<file path="config.mk">
export PLATFORM = sky130hd
export DESIGN_NAME = jk_bank_sequencer
export DESIGN_NICKNAME = d
export VERILOG_FILES = /design/src/rtl/jk_bank_sequencer.sv
export SDC_FILE = /design/constraint.sdc
export NUM_CORES = 1
export LEC_CHECK = 0
export CELL_PAD_IN_SITES_DETAIL_PLACEMENT = 1
export CELL_PAD_IN_SITES_GLOBAL_PLACEMENT = 1
export CORE_ASPECT_RATIO = 2
export CORE_MARGIN = 2
export CORE_UTILIZATION = 38
export CTS_CLUSTER_SIZE = 40
export DETAILED_ROUTE_END_ITERATION = 10
export PLACE_DENSITY_LB_ADDON = 0.1
export SETUP_SLACK_MARGIN = 0.05
export SYNTH_ARGS = -nofsm -noshare
export SYNTH_HDL_FRONTEND = slang
export SYNTH_SLANG_ARGS = --single-unit
export TNS_END_PERCENT = 5
</file>
<file path="constraint.sdc">
create_clock -name clockpulse -period 3.3 [get_ports clockpulse]
set_input_delay 0.825 -clock clockpulse [delete_from_list [all_inputs] [get_ports clockpulse]]
set_output_delay 0.825 -clock clockpulse [all_outputs]
set_load 0.1 [all_outputs]
</file>
<file path="src/rtl/jk_bank_sequencer.sv">
// Command sequencer for a bank of WIDTH JK flip-flops: load, toggle and
// multi-step up/down counting, with completion, wrap and abort status.
module jk_bank_sequencer #(
  parameter int WIDTH = 4
) (
  input  logic             clockpulse,
  input  logic             clear,
  input  logic             cmd_valid,
  output logic             cmd_ready,
  input  logic [1:0]       cmd_op,
  input  logic [WIDTH-1:0] cmd_data,
  input  logic [7:0]       cmd_count,
  input  logic             abort,
  input  logic [WIDTH-1:0] q,
  output logic [WIDTH-1:0] jack,
  output logic [WIDTH-1:0] kilby,
  output logic             bank_preset,
  output logic             busy,
  output logic             done,
  output logic             wrapped,
  output logic             aborted,
  output logic [7:0]       steps_left
);

  typedef enum logic [1:0] {S_IDLE, S_EXEC, S_RUN, S_DONE} state_t;

  localparam logic [1:0] OP_LOAD   = 2'b00;
  localparam logic [1:0] OP_UP     = 2'b01;
  localparam logic [1:0] OP_DOWN   = 2'b10;
  localparam logic [1:0] OP_TOGGLE = 2'b11;

  state_t           r_state;
  logic             r_dn;
  logic [WIDTH-1:0] r_ej, r_ek;
  logic [7:0]       r_steps;
  logic             r_ready, r_busy, r_done, r_preset, r_wrapped, r_aborted;

  logic [WIDTH-1:0] w_t;
  logic             w_wrap;

  // Bit i toggles when every lower bit is 1 (up) or 0 (down); the carry out
  // of the top bit is exactly the wrap condition.
  always_comb begin : toggle_chain
    logic v_acc;
    v_acc = 1'b1;
    w_t   = '0;
    for (int i = 0; i < WIDTH; i++) begin
      w_t[i] = v_acc;
      v_acc  = v_acc & (r_dn ? ~q[i] : q[i]);
    end
    w_wrap = v_acc;
  end

  always_ff @(posedge clockpulse or posedge clear) begin
    if (clear) begin
      r_state   <= S_IDLE;
      r_dn      <= 1'b0;
      r_ej      <= '0;
      r_ek      <= '0;
      r_steps   <= 8'd0;
      r_ready   <= 1'b1;
      r_busy    <= 1'b0;
      r_done    <= 1'b0;
      r_preset  <= 1'b0;
      r_wrapped <= 1'b0;
      r_aborted <= 1'b0;
    end else begin
      r_done <= 1'b0;
      case (r_state)
        S_IDLE: if (cmd_valid) begin
          r_wrapped <= 1'b0;
          r_aborted <= 1'b0;
          r_ready   <= 1'b0;
          r_steps   <= 8'd0;
          r_dn      <= (cmd_op == OP_DOWN);
          if (cmd_op == OP_LOAD || cmd_op == OP_TOGGLE) begin
            r_ej     <= cmd_data;
            r_ek     <= (cmd_op == OP_LOAD) ? ~cmd_data : cmd_data;
            r_state  <= S_EXEC;
            r_busy   <= 1'b1;
            r_preset <= 1'b1;
          end else if (cmd_count != 8'd0) begin
            r_steps  <= cmd_count;
            r_state  <= S_RUN;
            r_busy   <= 1'b1;
            r_preset <= 1'b1;
          end else begin
            r_state <= S_DONE;
            r_done  <= 1'b1;
          end
        end
        S_EXEC: begin
          r_ej     <= '0;
          r_ek     <= '0;
          r_state  <= S_DONE;
          r_busy   <= 1'b0;
          r_preset <= 1'b0;
          r_done   <= 1'b1;
        end
        S_RUN: begin
          r_steps <= r_steps - 8'd1;
          if (w_wrap) r_wrapped <= 1'b1;
          if (abort || r_steps == 8'd1) begin
            r_aborted <= abort;
            r_state   <= S_DONE;
            r_busy    <= 1'b0;
            r_preset  <= 1'b0;
            r_done    <= 1'b1;
          end
        end
        default: begin
          r_state <= S_IDLE;
          r_ready <= 1'b1;
        end
      endcase
    end
  end

  assign cmd_ready   = r_ready;
  assign busy        = r_busy;
  assign done        = r_done;
  assign bank_preset = r_preset;
  assign wrapped     = r_wrapped;
  assign aborted     = r_aborted;
  assign steps_left  = r_steps;
  assign jack        = (r_state == S_RUN) ? w_t : r_ej;
  assign kilby       = (r_state == S_RUN) ? w_t : r_ek;

endmodule

</file>
==> insert_results.sql, run 1 <==
INSERT INTO impl_metrics (metric_group, metric, value, unit) VALUES
('outcome', 'status', 'finished clean', ''),
('logic_synthesis', 'synth.cell_area', '0.00161', 'mm²'),
('critical_path', 'endpoint_of_the_most_critical_setup_path', 'kilby[3]', ''),
('logic_synthesis', 'synth-edff-count', '0', ''),
('logic_synthesis', 'yosys.area_share.xor_xnor', '2.73', '%'),
('cts', 'postCtsSetupRepairBufs', '0', ''),
('job', 'maxCapViolations', '0', ''),
('drt', 'drt_iter0_markers', '31', ''),
('logic_synthesis', 'synth.yosys.seq_area_share', '37.5', '%'),
('drt', 'drc', '0', ''),
('layout', 'design_area', '0.00218', 'mm²'),
('critical_path', 'worstReg2RegStart', 'r_state[0]$_DFFE_PP0P_', ''),
('logic_synthesis', 'yosys_most_used_dff', 'dfrtp_1', ''),
('layout', 'n_fill_cell', '468', ''),
('critical_path', 'reg2reg_depth', '7', ''),
('critical_path', 'critical_path_maximum_fanout', '4', ''),
('sta', 'report.final.hold_viol_count', '0', ''),
('critical_path', 'timing.setup.critical_path_class', 'input pin to primary output', ''),
('critical_path', 'end_kind', 'primary output', ''),
('drt', 'wl', '4480', 'µm'),
('sta', 'period_share', '96.0', '%'),
('layout', 'layout.nets', '247', ''),
('logic_synthesis', 'post_synth_mux_area_share', '4.05', '%'),
('die', 'floorplan.initialDensity', '39.3', '%'),
('place', 'placedInstanceArea', '0.00212', 'mm²'),
('drt', 'drtPass1Iterations', '4', ''),
('sta', 'maximum_clock_skew_at_final_layout', '1.33', 'ps'),
('sta', 'final-setup-viol-count', '0', ''),
('global_routing', 'grt_max_degree', '27', ''),
('place', 'dp.final_hpwl', '3590', 'µm'),
('logic_synthesis', 'synth.net_count', '207', ''),
('critical_path', 'regToRegEndpoint', 'steps_left[7]$_DFFE_PP0P_', ''),
('drt', 'total_number_of_vias', '1496', ''),
('sta', 'final_period_minus_worst_setup_slack', '3170', 'ps'),
('die', 'design.core.area', '0.00409', 'mm²'),
('global_routing', 'grt_antenna_before_repair', '0', ''),
('cts', 'worstSkewPairLatency', '270', 'ps'),
('layout', 'most_common_cell_after_layout_fill_and_taps_aside', 'dfrtp_1', ''),
('drt', 'via_density_per_instance', '5.58', ''),
('cts', 'cts_made_buffers', '3', ''),
('global_routing', 'grt_first_pass_wirelength', '7600', 'µm'),
('logic_synthesis', 'syn_inst', '177', ''),
('sta', 'report.final.slew_viol_count', '0', ''),
('logic_synthesis', 'synth_compound_area_share', '25.7', '%'),
('global_routing', 'via_count_of_the_first_global_routing_pass', '1609', ''),
('cts', 'clk_path_buf_depth', '2', ''),
('cts', 'cts_root_buffer', 'clkbuf_8', ''),
('layout', 'commonest_cells_after_routing_fill_and_taps_aside', 'dfrtp_1 (23), clkdlybuf4s50_1 (21), buf_4 (18)', ''),
('layout', 'number_of_antenna_repair_diodes', '0', ''),
('sta', 'totalNegativeSetupSlack', '0', 'ps'),
('sta', 'worst_hold_slack', '489', 'ps'),
('layout', 'final_layout_size_suffix_gt1_share', '21.8', '%'),
('critical_path', 'start_kind', 'input pin', ''),
('global_routing', 'grt-ovfl-total', '0', ''),
('worst_hold_path', 'hp-class', 'flop to flop', ''),
('layout', 'syn_to_final_growth', '35.9', '%'),
('logic_synthesis', 'postSynthAreaPerCell', '9.07', 'µm²'),
('critical_path', 'worst_setup_path_startpoint', 'q[1]', ''),
('global_routing', 'groute.usage.overall', '20.7', '%'),
('critical_path', 'timing.reg2reg.setup_slack', '1000', 'ps'),
('die', 'floorplan.io_pins', '44', ''),
('logic_synthesis', 'yosys_register_bits', '24', ''),
('critical_path', 'worst-endpoint-arrival', '2340', 'ps'),
('logic_synthesis', 'synth_top_family_by_area', 'compound AO/OA/AOI/OAI gates', ''),
('die', 'design.die.area', '0.00479', 'mm²'),
('sta', 'rsz_0062_raised_after_global_routing', 'no', ''),
('die', 'core.rowCount', '33', ''),
('place', 'routabilityCongestion', '0.748', ''),
('place', 'io_buffers', '43', ''),
('logic_synthesis', 'postSynth.asyncResetShare', '100', '%'),
('drt', 'ant_nets', '0', '');
[worst min path at each step]
stage	cells after the start	slack (ps)	start	to
detailed placement	2	470	r_ek[1]$_DFFE_PP0P_	r_ek[1]$_DFFE_PP0P_
global route	2	550	r_ek[0]$_DFFE_PP0P_	r_ek[0]$_DFFE_PP0P_
CTS	2	490	r_ek[1]$_DFFE_PP0P_	r_ek[1]$_DFFE_PP0P_
finish	2	490	r_ek[1]$_DFFE_PP0P_	r_ek[1]$_DFFE_PP0P_
global placement	2	460	r_ek[0]$_DFFE_PP0P_	r_ek[0]$_DFFE_PP0P_
floorplan	2	440	r_ek[0]$_DFFE_PP0P_	r_ek[0]$_DFFE_PP0P_
[final cells by class]
type                       count  area (µm²)  area share, %
multi-input combinational    131         917           42.0
sequential                    24         602           27.6
timing repair buffer          47         505           23.2
tap                           52        65.1           2.98
clock buffer                   4        55.1           2.52
inverter                      10        37.5           1.72
[routing by layer]
metal	vias up	part of all wire [%]	global-route usage, %	routed length [µm]
met5	-	0	0	0
li1	712	-	-	-
met2	38	62	44.2	2760
met1	742	34	19.6	1540
met4	0	0.94	6.02	42
met3	4	3.0	2.02	133
[metrics by stage]
step           setup WS (ps)  std cells
6_report                 132        268
5_1_grt                 66.9        268
4_1_cts                  109        268
3_5_place_dp             111        264
3_3_place_gp             168        264
2_1_floorplan            268        177
[synthesized netlist by cell type, drive strengths merged (4+ instances only)]
| library cell | n | share of area (%) |
|---|---|---|
| o21ai | 18 | 5.6 |
| dfrtp | 23 | 36 |
| o21a | 7 | 3.3 |
| nor2 | 7 | 1.6 |
| nand2 | 15 | 3.5 |
| xnor2 | 5 | 2.7 |
| inv | 10 | 2.3 |
| clkbuf | 4 | 0.94 |
| mux2i | 5 | 3.4 |
| a21oi | 18 | 6.1 |
| a31oi | 5 | 1.9 |
| ha | 8 | 6.2 |
| nor3 | 4 | 1.6 |
| o31ai | 5 | 2.3 |
| buf | 8 | 2.4 |
| nand2b | 7 | 2.7 |
[kinds of logic (layout without fill, tap and decap cells)]
| logic type | after synthesis | count (layout) |
|---|---|---|
| compound gates | 64 | 64 |
| simple gates | 48 | 48 |
| flops | 24 | 24 |
| buf+inv | 22 | 61 |
| fa+ha+maj | 8 | 8 |
| mux | 6 | 6 |
| xor+xnor | 5 | 5 |
[sequential cells by signal (all words and copies together), names as in the netlist, 2 cells and up]
name,cells
r_ek,4
r_state,2
steps_left,8
r_ej,4
[critical path, cell delays in order]
cell and delay, ps:
clkdlybuf4s50_1 460, or4b_1 580, nand3_2 120, o21a_1 180, buf_12 180
[timing repair]
action / 4_1_cts / 5_1_grt
resized for setup: 0 / 1
hold buffers: 0 / 0
endpoints found under the setup margin: 0 / 2
Power of run 1 is left out: the tool's default activity adds up to more than one toggle a clock period on the data nets, which glitch-free logic cannot reach.
==> run 2: changes to the inputs <==
--- a/config.mk
+++ b/config.mk
@@ -5,11 +5,12 @@
 export SDC_FILE = /design/constraint.sdc
 export NUM_CORES = 1
 export LEC_CHECK = 0
+export CAP_MARGIN = 20
 export CELL_PAD_IN_SITES_DETAIL_PLACEMENT = 1
 export CELL_PAD_IN_SITES_GLOBAL_PLACEMENT = 1
 export CORE_ASPECT_RATIO = 2
 export CORE_MARGIN = 2
-export CORE_UTILIZATION = 38
+export CORE_UTILIZATION = 36
 export CTS_CLUSTER_SIZE = 40
 export DETAILED_ROUTE_END_ITERATION = 10
 export PLACE_DENSITY_LB_ADDON = 0.1
==> constraint.sdc (replaced) <==
create_clock -name clockpulse -period 3.6 [get_ports clockpulse]
set_input_delay 0.9 -clock clockpulse [delete_from_list [all_inputs] [get_ports clockpulse]]
set_output_delay 0.9 -clock clockpulse [all_outputs]
set_load 0.1 [all_outputs]
==> insert_results.sql, run 2 (synthesis results as in run 1) <==
INSERT INTO impl_metrics (metric_group, metric, value, unit) VALUES
('layout', 'n_fill_cell', '513', ''),
('critical_path', 'cp.required', '2700', 'ps'),
('global_routing', 'grt_max_degree', '29', ''),
('die', 'fp.dieW', '51.2', 'µm'),
('place', 'dp_worst_setup_slack', '233', 'ps'),
('sta', 'report.final.slew_viol_count', '0', ''),
('cts', 'cts_num_sinks', '24', ''),
('drt', 'total_number_of_vias', '1466', ''),
('drt', 'drt_iter0_markers', '5', ''),
('cts', 'cts.reportedPaths.clkPinSlew', '90', 'ps'),
('place', 'placedInstanceArea', '0.00212', 'mm²'),
('sta', 'worst_hold_slack', '484', 'ps'),
('critical_path', 'max_stage_delay', '560', 'ps'),
('cts', 'clk_path_buf_depth', '2', ''),
('outcome', 'status', 'finished clean', ''),
('layout', 'most_common_cell_after_layout_fill_and_taps_aside', 'dfrtp_1', ''),
('die', 'dieHeight', '98.4', 'µm'),
('critical_path', 'critical_path_maximum_fanout', '5', ''),
('sta', 'report.final.hold_viol_count', '0', ''),
('die', 'design.core.area', '0.00434', 'mm²'),
('global_routing', 'groute.layer.met1.usage', '17.7', '%'),
('global_routing', 'via_count_of_the_first_global_routing_pass', '1588', ''),
('cts', 'postCtsSetupRepairBufs', '0', ''),
('critical_path', 'regToRegEndpoint', 'steps_left[7]$_DFFE_PP0P_', ''),
('sta', 'final-setup-viol-count', '0', ''),
('sta', 'rsz_0062_raised_after_global_routing', 'no', ''),
('sta', 'maximum_clock_skew_at_final_layout', '1.70', 'ps'),
('layout', 'regArea', '602', 'µm²'),
('global_routing', 'grt_first_pass_wirelength', '7260', 'µm'),
('layout', 'flip_flop_count_of_the_largest_register_after_layout', '8', ''),
('drt', 'wl', '4420', 'µm'),
('sta', 'max_freq', '0.299', 'GHz'),
('cts', 'cts_root_buffer', 'clkbuf_8', ''),
('critical_path', 'timing.reg2reg.setup_slack', '1390', 'ps'),
('sta', 'period_share', '92.9', '%'),
('die', 'core.rowCount', '34', ''),
('sta', 'totalNegativeSetupSlack', '0', 'ps'),
('critical_path', 'start_kind', 'input pin', ''),
('global_routing', 'gr-usage-met3', '1.52', '%'),
('sta', 'timing.max_slew.rel_slack', '56.4', '%'),
('critical_path', 'critical_path.slowest_cell', 'or4b_1', ''),
('cts', 'cts_made_buffers', '3', ''),
('layout', 'layout.nets', '247', ''),
('worst_hold_path', 'hp-class', 'flop to flop', ''),
('global_routing', 'grt.busiest_layer', 'met2', ''),
('drt', 'drt-wirelength-per-cell', '16.4', 'µm'),
('place', 'routabilityCongestion', '0.748', ''),
('die', 'floorplan.io_pins', '44', ''),
('layout', 'design_area', '0.00222', 'mm²'),
('place', 'dp.final_hpwl', '3520', 'µm'),
('sta', 'final_period_minus_worst_setup_slack', '3350', 'ps'),
('layout', 'syn_to_final_growth', '38.0', '%'),
('global_routing', 'grt-ovfl-total', '0', ''),
('layout', 'commonest_cells_after_routing_fill_and_taps_aside', 'dfrtp_1 (23), clkdlybuf4s50_1 (21), buf_4 (17)', ''),
('drt', 'drc', '0', ''),
('job', 'maxCapViolations', '0', ''),
('die', 'floorplan.initialDensity', '37.0', '%'),
('critical_path', 'timing.setup.critical_path_class', 'input pin to primary output', ''),
('critical_path', 'reg2reg_depth', '7', ''),
('layout', 'number_of_antenna_repair_diodes', '0', ''),
('global_routing', 'grt_antenna_before_repair', '0', ''),
('drt', 'ant_nets', '0', ''),
('cts', 'clock_tree.htree_level_count', '1', ''),
('layout', 'total_area_of_multi_input_combinational_cells', '912', 'µm²'),
('layout', 'final_layout_size_suffix_gt1_share', '21.3', '%'),
('cts', 'post_cts.resized_instances', '0', ''),
('place', 'io_buffers', '43', ''),
('global_routing', 'groute.usage.overall', '18.7', '%'),
('cts', 'worstSkewPairLatency', '280', 'ps'),
('drt', 'via_density_per_instance', '5.43', ''),
('global_routing', 'grt_util_met2', '38.2', '%'),
('critical_path', 'end_kind', 'primary output', ''),
('sta', 'post-route-worst-setup-slack', '255', 'ps'),
('cts', 'ctsHoldBuffers', '0', ''),
('drt', 'drtPass1Iterations', '4', ''),
('sta', 'worst-slew-pin-transition', '650', 'ps'),
('critical_path', 'worst-endpoint-arrival', '2450', 'ps'),
('critical_path', 'endpoint_of_the_most_critical_setup_path', 'kilby[3]', ''),
('cts', 'tritoncts', 'done', ''),
('critical_path', 'ordered_list_of_cells_on_the_worst_path', 'clkdlybuf4s50_1, or4b_1, nand3_1, o21a_1, buf_12', ''),
('die', 'design.die.area', '0.00504', 'mm²'),
('critical_path', 'worstReg2RegStart', 'r_state[0]$_DFFE_PP0P_', ''),
('critical_path', 'worst_setup_path_startpoint', 'q[0]', '');
-- run 2: changes by cell type in the layout (fill, tap and decap cells not counted) --
cell       before  now
buf_4          18   17
buf_16          0    1
nand3_2         1    0
clkbuf_8        4    3
nand3_1         0    1
bufinv_16       0    1
-- run 2: cell type report --
type	count	area share, %
Tap cell	54	3.05
Clock buffer	3	1.86
Inverter	10	1.69
Timing Repair Buffer	47	23.7
Multi-Input combinational cell	131	41.2
Clock inverter	1	1.36
Sequential cell	24	27.2
-- run 2: layer usage --
layer  up-vias  routed length, µm
met4         0                102
met5         -                  0
met3         7                120
li1        708                  -
met1       721               1620
met2        30               2580
-- run 2: worst max-delay path, delay by kind of cell --
family / cells / cell delay [ps]
and+or+nand+nor: 2 / 690
AOI/OAI and AO/OA: 1 / 180
buffers and inverters: 2 / 660
-- run 2: worst min path at each step --
stage                              from             endpoint  depth (start not counted)
global route        r_ej[0]$_DFFE_PP0P_  r_ej[0]$_DFFE_PP0P_                          2
detailed placement  r_ej[0]$_DFFE_PP0P_  r_ej[0]$_DFFE_PP0P_                          2
global placement    r_ek[0]$_DFFE_PP0P_  r_ek[0]$_DFFE_PP0P_                          2
finish              r_ej[0]$_DFFE_PP0P_  r_ej[0]$_DFFE_PP0P_                          2
floorplan           r_ek[0]$_DFFE_PP0P_  r_ek[0]$_DFFE_PP0P_                          2
CTS                 r_ej[0]$_DFFE_PP0P_  r_ej[0]$_DFFE_PP0P_                          2
-- run 2: stage by stage --
step	util, %	std cells
6_report	51.1	270
5_1_grt	51.1	270
4_1_cts	50.4	269
3_5_place_dp	48.8	265
3_3_place_gp	48.8	265
2_1_floorplan	-	177
Power of run 2 is left out for the same reason.
==> run 3: changes to the inputs <==
==> constraint.sdc (replaced) <==
create_clock -name clockpulse -period 3.38 [get_ports clockpulse]
set_input_delay 0.845 -clock clockpulse [delete_from_list [all_inputs] [get_ports clockpulse]]
set_output_delay 0.845 -clock clockpulse [all_outputs]
set_load 0.1 [all_outputs]
==> insert_results.sql, run 3 (synthesis results as in run 1) <==
INSERT INTO impl_metrics (metric_group, metric, value, unit) VALUES
('outcome', 'status', 'finished clean', ''),
('layout', 'number_of_antenna_repair_diodes', '0', ''),
('die', 'core.rowCount', '34', ''),
('die', 'design.die.area', '0.00504', 'mm²'),
('layout', 'design_area', '0.00217', 'mm²'),
('layout', 'flip_flop_count_of_the_largest_register_after_layout', '8', ''),
('critical_path', 'reg2reg_depth', '7', ''),
('critical_path', 'cp.required', '2530', 'ps'),
('global_routing', 'grt-ovfl-total', '0', ''),
('cts', 'cts_made_buffers', '3', ''),
('die', 'floorplan.io_pins', '44', ''),
('drt', 'wl', '4540', 'µm'),
('die', 'dieHeight', '98.4', 'µm'),
('die', 'floorplan.initialDensity', '37.0', '%'),
('sta', 'period_share', '95.7', '%'),
('global_routing', 'via_count_of_the_first_global_routing_pass', '1598', ''),
('sta', 'report.final.slew_viol_count', '0', ''),
('layout', 'syn_to_final_growth', '35.5', '%'),
('place', 'io_buffers', '43', ''),
('drt', 'total_number_of_vias', '1477', ''),
('cts', 'tritoncts', 'done', ''),
('job', 'maxCapViolations', '0', ''),
('die', 'design.core.area', '0.00434', 'mm²'),
('layout', 'stdcell_count', '269', ''),
('cts', 'clk_path_buf_depth', '2', ''),
('critical_path', 'ordered_list_of_cells_on_the_worst_path', 'clkdlybuf4s50_1, or4b_1, nand3_1, o21a_1, buf_12', ''),
('sta', 'totalNegativeSetupSlack', '0', 'ps'),
('place', 'routabilityCongestion', '0.742', ''),
('critical_path', 'timing.setup.critical_path_class', 'input pin to primary output', ''),
('cts', 'cts.reportedPaths.clkPinSlew', '80', 'ps'),
('sta', 'max_freq', '0.309', 'GHz'),
('drt', 'ant_nets', '0', ''),
('layout', 'most_common_cell_after_layout_fill_and_taps_aside', 'dfrtp_1', ''),
('sta', 'maximum_clock_skew_at_final_layout', '3.55', 'ps'),
('critical_path', 'timing.reg2reg.setup_slack', '1190', 'ps'),
('sta', 'worst-slew-pin-transition', '965', 'ps'),
('layout', 'layout.nets', '246', ''),
('critical_path', 'endpoint_of_the_most_critical_setup_path', 'kilby[3]', ''),
('global_routing', 'grt_first_pass_wirelength', '7490', 'µm'),
('drt', 'via_density_per_instance', '5.49', ''),
('place', 'placedCellCount', '265', ''),
('sta', 'final-setup-viol-count', '0', ''),
('cts', 'worstSkewPairLatency', '270', 'ps'),
('die', 'fp.dieW', '51.2', 'µm'),
('critical_path', 'worst_setup_path_startpoint', 'q[1]', ''),
('layout', 'commonest_cells_after_routing_fill_and_taps_aside', 'dfrtp_1 (23), clkdlybuf4s50_1 (20), buf_4 (17)', ''),
('critical_path', 'start_kind', 'input pin', ''),
('critical_path', 'end_kind', 'primary output', ''),
('drt', 'drt_iter0_markers', '12', ''),
('critical_path', 'worst-endpoint-arrival', '2390', 'ps'),
('critical_path', 'max_stage_delay', '550', 'ps'),
('critical_path', 'worstReg2RegStart', 'r_state[0]$_DFFE_PP0P_', ''),
('sta', 'timing.max_slew.rel_slack', '35.6', '%'),
('worst_hold_path', 'hp-class', 'flop to flop', ''),
('global_routing', 'groute.usage.overall', '19.6', '%'),
('sta', 'report.final.hold_viol_count', '0', ''),
('cts', 'cts_root_buffer', 'clkbuf_8', ''),
('cts', 'clock_tree.htree_level_count', '1', ''),
('layout', 'final_layout_size_suffix_gt1_share', '20.9', '%'),
('sta', 'rsz_0062_raised_after_global_routing', 'no', ''),
('critical_path', 'critical_path.slowest_cell', 'or4b_1', ''),
('critical_path', 'regToRegEndpoint', 'steps_left[7]$_DFFE_PP0P_', ''),
('drt', 'drt-wirelength-per-cell', '16.9', 'µm'),
('cts', 'postCtsSetupRepairBufs', '0', ''),
('global_routing', 'grt_antenna_before_repair', '0', ''),
('drt', 'drc', '0', ''),
('drt', 'drtPass1Iterations', '4', ''),
('cts', 'cts_num_sinks', '24', ''),
('critical_path', 'critical_path_maximum_fanout', '4', ''),
('place', 'placedInstanceArea', '0.00212', 'mm²'),
('place', 'dp.final_hpwl', '3670', 'µm'),
('global_routing', 'grt_max_degree', '29', ''),
('sta', 'final_period_minus_worst_setup_slack', '3230', 'ps');
[run 3: cell count changes in the layout (fill, tap and decap cells not counted)]
cell,change
buf_16,-1
bufinv_16,-1
clkbuf_8,+1
clkdlybuf4s50_1,-1
dlymetal6s2s_1,+1
[run 3: worst min-delay path by stage]
| stage | start | end | slack [ps] | depth (start not counted) |
|---|---|---|---|---|
| finish | r_ej[0]$_DFFE_PP0P_ | r_ej[0]$_DFFE_PP0P_ | 490 | 2 |
| global route | r_ek[0]$_DFFE_PP0P_ | r_ek[0]$_DFFE_PP0P_ | 530 | 2 |
| CTS | r_ek[0]$_DFFE_PP0P_ | r_ek[0]$_DFFE_PP0P_ | 490 | 2 |
| detailed placement | r_ek[0]$_DFFE_PP0P_ | r_ek[0]$_DFFE_PP0P_ | 470 | 2 |
| global placement | r_ek[0]$_DFFE_PP0P_ | r_ek[0]$_DFFE_PP0P_ | 460 | 2 |
| floorplan | r_ek[0]$_DFFE_PP0P_ | r_ek[0]$_DFFE_PP0P_ | 440 | 2 |
[run 3: worst max-delay path: cells and delay by family]
family	cells	cell delay, ps
AO/OA/AOI/OAI	1	200
buffers and inverters	2	650
AND/OR/NAND/NOR	2	690
[run 3: cell type report]
type                            count  area (µm²)
Tap cell                           54        67.6
Fill cell                         519        2160
Multi-Input combinational cell    131         912
Inverter                           10        37.5
Sequential cell                    24         602
Clock buffer                        4        55.1
Timing Repair Buffer               46         500
[run 3: layer usage]
metal / GRT usage [%] / wire [µm] / vias up
met1: 17.8 / 1570 / 735
met4: 7.69 / 94 / 0
met5: 0 / 0 / -
met2: 40.7 / 2760 / 30
met3: 1.97 / 123 / 7
li1: - / - / 705
[run 3: what timing repair did]
action	in CTS	in global routing
hold endpoints to repair	0	0
endpoints found under the setup margin	0	2
hold buffers	0	0
resized for setup	0	1
[run 3: through the flow]
step / setup WS [ps] / hold slack (ps) / util, %
final: 146 / 486 / 50.1
after global routing: 84.5 / 533 / 50.1
after global placement: 162 / 460 / 48.8
after floorplan: 308 / 441 / -
after CTS: 93.0 / 489 / 50.1
after detailed placement: 95.9 / 468 / 48.8
Power of run 3 is left out for the same reason.
